File: config.mk
export PLATFORM = sky130hd
export DESIGN_NAME = ripple_cnt_ctrl_flat
export DESIGN_NICKNAME = d
export VERILOG_FILES = /design/src/rtl/ripple_cnt_ctrl_if.sv /design/src/rtl/ripple_cnt_ctrl.sv /design/src/flat_wrapper.sv
export SDC_FILE = /design/constraint.sdc
export NUM_CORES = 1
export LEC_CHECK = 0
export BUFFER_PORTS_ARGS = -buffer_cell sky130_fd_sc_hd__buf_4
export CAP_MARGIN = 20
export CORE_MARGIN = 5
export CORE_UTILIZATION = 45
export CTS_CLUSTER_DIAMETER = 100
export CTS_CLUSTER_SIZE = 24
export DETAILED_ROUTE_END_ITERATION = 10
export PLACE_DENSITY = 0.71
export SYNTH_ARGS = -nofsm -noshare
export SYNTH_HDL_FRONTEND = slang
export SYNTH_SLANG_ARGS = --single-unit
File: constraint.sdc
create_clock -name CLK -period 2.95 [get_ports CLK]
set_input_delay 0.885 -clock CLK [delete_from_list [all_inputs] [get_ports CLK]]
set_output_delay 0.885 -clock CLK [all_outputs]
set_load 0.02 [all_outputs]
File: src/rtl/ripple_cnt_ctrl_if.sv
// ripple_cnt_ctrl_if: command strobes in, count/snapshot/status out.
`timescale 1ns/1ps
interface ripple_cnt_ctrl_if #(
   parameter int unsigned WIDTH = 4
);
   logic             load;
   logic [WIDTH-1:0] load_val;
   logic             start;
   logic             stop;
   logic             up;
   logic [WIDTH-1:0] term;
   logic [WIDTH-1:0] count;
   logic [WIDTH-1:0] q_out;
   logic             valid;
   logic             busy;
   logic             done;
   logic             wrap;

   // Command source (software side / testbench)
   modport master (
      output load, load_val, start, stop, up, term,
      input  count, q_out, valid, busy, done, wrap
   );

   // Sequencer side
   modport slave (
      input  load, load_val, start, stop, up, term,
      output count, q_out, valid, busy, done, wrap
   );
endinterface

File: src/rtl/ripple_cnt_ctrl.sv
// ripple_cnt_ctrl: preload / run up-down to terminal / settle / publish snapshot.
// Optional wrap pulse built when RIPPLE_CTRL_WRAP_FLAG_EN is defined; otherwise wrap is 0.
`timescale 1ns/1ps
module ripple_cnt_ctrl #(
   parameter int unsigned WIDTH  = 4,
   parameter int unsigned SETTLE = 2
) (
   input logic             CLK,
   input logic             rstn,
   ripple_cnt_ctrl_if.slave bus
);
   localparam int unsigned SW = (SETTLE > 1) ? $clog2(SETTLE) : 1;

   typedef enum logic [1:0] {
      S_IDLE   = 2'd0,
      S_RUN    = 2'd1,
      S_SETTLE = 2'd2,
      S_DONE   = 2'd3
   } state_t;

   state_t           state_q, state_d;
   logic [WIDTH-1:0] count_q, count_d;
   logic [WIDTH-1:0] q_out_q, q_out_d;
   logic [SW-1:0]    settle_q, settle_d;
   logic             valid_q, valid_d;
   logic             busy_q, done_q;
`ifdef RIPPLE_CTRL_WRAP_FLAG_EN
   logic             wrap_q, wrap_d;
`endif

   // Next-state and datapath updates; everything holds unless a state acts on it
   always_comb begin
      state_d  = state_q;
      count_d  = count_q;
      q_out_d  = q_out_q;
      settle_d = settle_q;
      valid_d  = valid_q;
`ifdef RIPPLE_CTRL_WRAP_FLAG_EN
      wrap_d   = 1'b0;
`endif
      case (state_q)
         S_IDLE: begin
            // load wins over a coincident start
            if (bus.load) begin
               count_d = bus.load_val;
            end else if (bus.start) begin
               state_d = S_RUN;
               valid_d = 1'b0;
            end
         end
         S_RUN: begin
            if (bus.stop) begin
               state_d = S_IDLE;
            end else if (count_q == bus.term) begin
               state_d  = S_SETTLE;
               settle_d = SW'(SETTLE - 1);
            end else if (bus.up) begin
               count_d = count_q + WIDTH'(1);
`ifdef RIPPLE_CTRL_WRAP_FLAG_EN
               wrap_d  = &count_q;
`endif
            end else begin
               count_d = count_q - WIDTH'(1);
`ifdef RIPPLE_CTRL_WRAP_FLAG_EN
               wrap_d  = ~|count_q;
`endif
            end
         end
         S_SETTLE: begin
            if (settle_q == '0) begin
               state_d = S_DONE;
               q_out_d = count_q;
               valid_d = 1'b1;
            end else begin
               settle_d = settle_q - SW'(1);
            end
         end
         S_DONE: begin
            state_d = S_IDLE;
         end
         default: begin
            state_d = S_IDLE;
         end
      endcase
   end

   // State, datapath and status registers; busy/done track the next state
   always_ff @(posedge CLK or negedge rstn) begin
      if (!rstn) begin
         state_q  <= S_IDLE;
         count_q  <= '0;
         q_out_q  <= '0;
         settle_q <= '0;
         valid_q  <= 1'b0;
         busy_q   <= 1'b0;
         done_q   <= 1'b0;
      end else begin
         state_q  <= state_d;
         count_q  <= count_d;
         q_out_q  <= q_out_d;
         settle_q <= settle_d;
         valid_q  <= valid_d;
         busy_q   <= (state_d != S_IDLE);
         done_q   <= (state_d == S_DONE);
      end
   end

`ifdef RIPPLE_CTRL_WRAP_FLAG_EN
   // One-cycle pulse after a RUN step that crossed the modulo boundary
   always_ff @(posedge CLK or negedge rstn) begin
      if (!rstn) begin
         wrap_q <= 1'b0;
      end else begin
         wrap_q <= wrap_d;
      end
   end
   assign bus.wrap = wrap_q;
`else
   assign bus.wrap = 1'b0;
`endif

   assign bus.count = count_q;
   assign bus.q_out = q_out_q;
   assign bus.valid = valid_q;
   assign bus.busy  = busy_q;
   assign bus.done  = done_q;

endmodule
File: src/flat_wrapper.sv
// flat-port wrapper written by rule: the top's interface ports become plain ports
module ripple_cnt_ctrl_flat 
#(
   parameter int unsigned WIDTH  = 4,
   parameter int unsigned SETTLE = 2
)
  (CLK, rstn, bus_load, bus_load_val, bus_start, bus_stop, bus_up, bus_term, bus_count, bus_q_out, bus_valid, bus_busy, bus_done, bus_wrap);
  ripple_cnt_ctrl_if #(.WIDTH(WIDTH)) bus_i ();
  input logic CLK;
  input logic rstn;
  input wire logic [$bits(bus_i.load)-1:0] bus_load;
  input wire logic [$bits(bus_i.load_val)-1:0] bus_load_val;
  input wire logic [$bits(bus_i.start)-1:0] bus_start;
  input wire logic [$bits(bus_i.stop)-1:0] bus_stop;
  input wire logic [$bits(bus_i.up)-1:0] bus_up;
  input wire logic [$bits(bus_i.term)-1:0] bus_term;
  output wire logic [$bits(bus_i.count)-1:0] bus_count;
  output wire logic [$bits(bus_i.q_out)-1:0] bus_q_out;
  output wire logic [$bits(bus_i.valid)-1:0] bus_valid;
  output wire logic [$bits(bus_i.busy)-1:0] bus_busy;
  output wire logic [$bits(bus_i.done)-1:0] bus_done;
  output wire logic [$bits(bus_i.wrap)-1:0] bus_wrap;
  assign bus_i.load = bus_load;
  assign bus_i.load_val = bus_load_val;
  assign bus_i.start = bus_start;
  assign bus_i.stop = bus_stop;
  assign bus_i.up = bus_up;
  assign bus_i.term = bus_term;
  assign bus_count = bus_i.count;
  assign bus_q_out = bus_i.q_out;
  assign bus_valid = bus_i.valid;
  assign bus_busy = bus_i.busy;
  assign bus_done = bus_i.done;
  assign bus_wrap = bus_i.wrap;
  ripple_cnt_ctrl #(.WIDTH(WIDTH), .SETTLE(SETTLE)) u_core (.CLK(CLK), .rstn(rstn), .bus(bus_i));
endmodule
==> out/results.ini <==
[outcome]
status=finished, final reports clean

[critical_path]
path_depth=8
worst-path-buf-inv=2
endpoint=u_core.bus.count[3]
slowest_delay_ns=0.25
slowest_stage=ha_1
crit_family=compound AO/OA/AOI/OAI gates
worst_setup_path_end_kind=register
startpoint_type=input port
required_ns=3.12
crit_fanout=4
crit_start=bus_up
rr_endpoint=u_core.bus.count[3]
regToRegSetupSlack_ns=1.25
path_class=in -> reg
crit_arrival_ns=2.18
cp_cell_sequence=buf_4 > inv_1 > ha_1 > a21o_1 > a21oi_1 > xnor2_1 > a31oi_1 > o22a_1
rr_worst_depth=6
r2r_start=u_core.bus.count[1]

[drt]
drt.antenna.violating_nets=0
drt_iter0_drc=5
vias=592
firstDrtPassIters=3
wl_per_cell_um=13.3
viasPerCell=5.24
drcViolationCount=0
wirelength_um=1500

[clock_network]
cts_root_buf=clkbuf_4
cts_tree=built
cts.sinks=14
hold_buffers=0
clk_latency_ns=0.27
cts_made_buffers=3
ctsResizeCount=0
cts.reportedPaths.clkPinSlew_ns=0.08
htreeDepth=1
post_cts_buffers=0
clockBufferDepth=2

[yosys]
synth_warnings=0
syn-mean-instance-area_um2=10.7
synth_nets=88
synth_cells=71
seq_area_frac_synth=0.459
ys_types=25
synth.cell_area_um2=763
ys_ff_latch=14

[global_routing]
grt_pass1_vias=587
antenna_found_initial=0
grt_pass1_wl_um=2560
grtUsageTotal=0.133
grt_max_degree=15
gr-total-overflow=0

[power]
combPwrFrac=0.477
power_frac_clock=0.146
swShare=0.404
total_leakage_power_uw=0.000505
p_int_uw=552
p_sw_uw=375
p_seq_frac=0.377
cellPowerDensity_nw_per_um2=942
power.total_uw=927
ir_worst_vdd_mv=0.458

[layout]
layout_common_cells=buf_4, dfrtp_1, nand2_1
final_area_um2=985
nNetsFinal=115
nFillCells=135
postLayoutCoreUtil=0.632
final_common_cell=buf_4
diodes=0
syn2layout_area_growth_pct=29.0
layout-drive-gt1-share=0.392

[run]
maxCapViolCount=0

[place]
postPlaceCellArea_um2=948
globalplace.congestion=0.696
portBuffers=24
dpl.hpwl_um=1210
dpl_worst_slack_ns=0.629

[timing]
fin_tns_setup_ns=0
finalSetupViolCount=0
fin_ws_ns=0.944
clock.fmax_ghz=0.498
grt_setup_unrepaired=no
period_minus_slack_ns=2.01
period_share=0.680
hold_viol_final=0
finClkSkew_ns=0.000898
slew_violations=0

[floorplan]
die_area_um2=2620
rows=14
die_h_um=51.2
start_util=0.490
core_area_um2=1560
pin_count=26
die_x_um=51.2

[min_path]
min_path_type=in -> async

-- sequential cells by signal, indices dropped and copies added, names as in the netlist --
name	count
u_core.state_q	2
u_core.bus.valid	1
u_core.settle_q	1
u_core.bus.busy	1
u_core.bus.q_out	4
u_core.bus.done	1
u_core.bus.count	4
-- how the worst min path moves through the flow --
stage / start / end / slack, ns / cells past startpoint
global route: rstn / u_core.bus.q_out[2] / 0.43 / 1
detailed placement: u_core.bus.q_out[1] / u_core.bus.q_out[1] / 0.50 / 1
CTS: rstn / u_core.bus.q_out[1] / 0.44 / 1
global placement: u_core.bus.q_out[1] / u_core.bus.q_out[1] / 0.49 / 1
floorplan: u_core.settle_q / u_core.bus.done / 0.49 / 1
finish: rstn / u_core.bus.q_out[1] / 0.44 / 1
-- metal layers --
metal | up-vias | share of wire | GRT usage
met2 | 17 | 0.50 | 0.223
met1 | 280 | 0.42 | 0.157
met5 | - | 0 | 0
met4 | 0 | 0.022 | 0.0807
met3 | 4 | 0.056 | 0.0262
li1 | 291 | - | -
-- cell usage after synthesis, drive strengths merged --
cell	instances	area, µm²
ha	2	25.0
mux2i	1	10.0
mux2	5	56.3
buf	2	15.0
a22oi	1	21.3
o22a	1	8.76
and2b	1	7.51
or2	1	6.26
a21oi	4	20.0
o21ai	6	30.0
a21o	1	7.51
xnor2	6	52.6
nand4	1	12.5
inv	2	7.51
nand2	8	30.0
a31oi	1	6.26
nor2	7	36.3
fa	1	20.0
conb	1	3.75
or2b	1	7.51
o21ba	1	10.0
nand2b	3	18.8
dfrtp	14	350
-- power groups by stage --
stage	registers (µW)	clock network, µW	logic, µW
3_3_place_gp	348	0	436
4_1_cts	350	139	449
3_5_place_dp	353	0	449
5_1_grt	365	150	482
2_1_floorplan	399	0	245
6_report	350	136	442
-- through the flow --
step / cells / hold WS, ns
after floorplan: 71 / 0.491
after global placement: 109 / 0.492
after detailed placement: 109 / 0.497
after CTS: 113 / 0.439
after global routing: 113 / 0.431
final: 113 / 0.438
-- logic make-up (layout without fill, tap and decap cells) --
family,after synthesis,after routing,synth area share
buffers and inverters,4,30,0.0295
flip-flops,14,14,0.459
multiplexers,6,6,0.0869
other,1,1,0.00491
AO/OA/AOI/OAI,15,15,0.136
XOR/XNOR,6,6,0.0689
adder cells (fa/ha/maj),3,3,0.0590
AND/OR/NAND/NOR,22,22,0.156
-- area by class of cell --
type                            count  area [µm²]  area share
Clock buffer                        4        36.3      0.0368
Inverter                            2        7.51     0.00762
Multi-Input combinational cell     53         390       0.396
Sequential cell                    14         350       0.356
Tap cell                           16        20.0      0.0203
Timing Repair Buffer               24         180       0.183
Note: power is estimated with default switching activity, not from simulation.
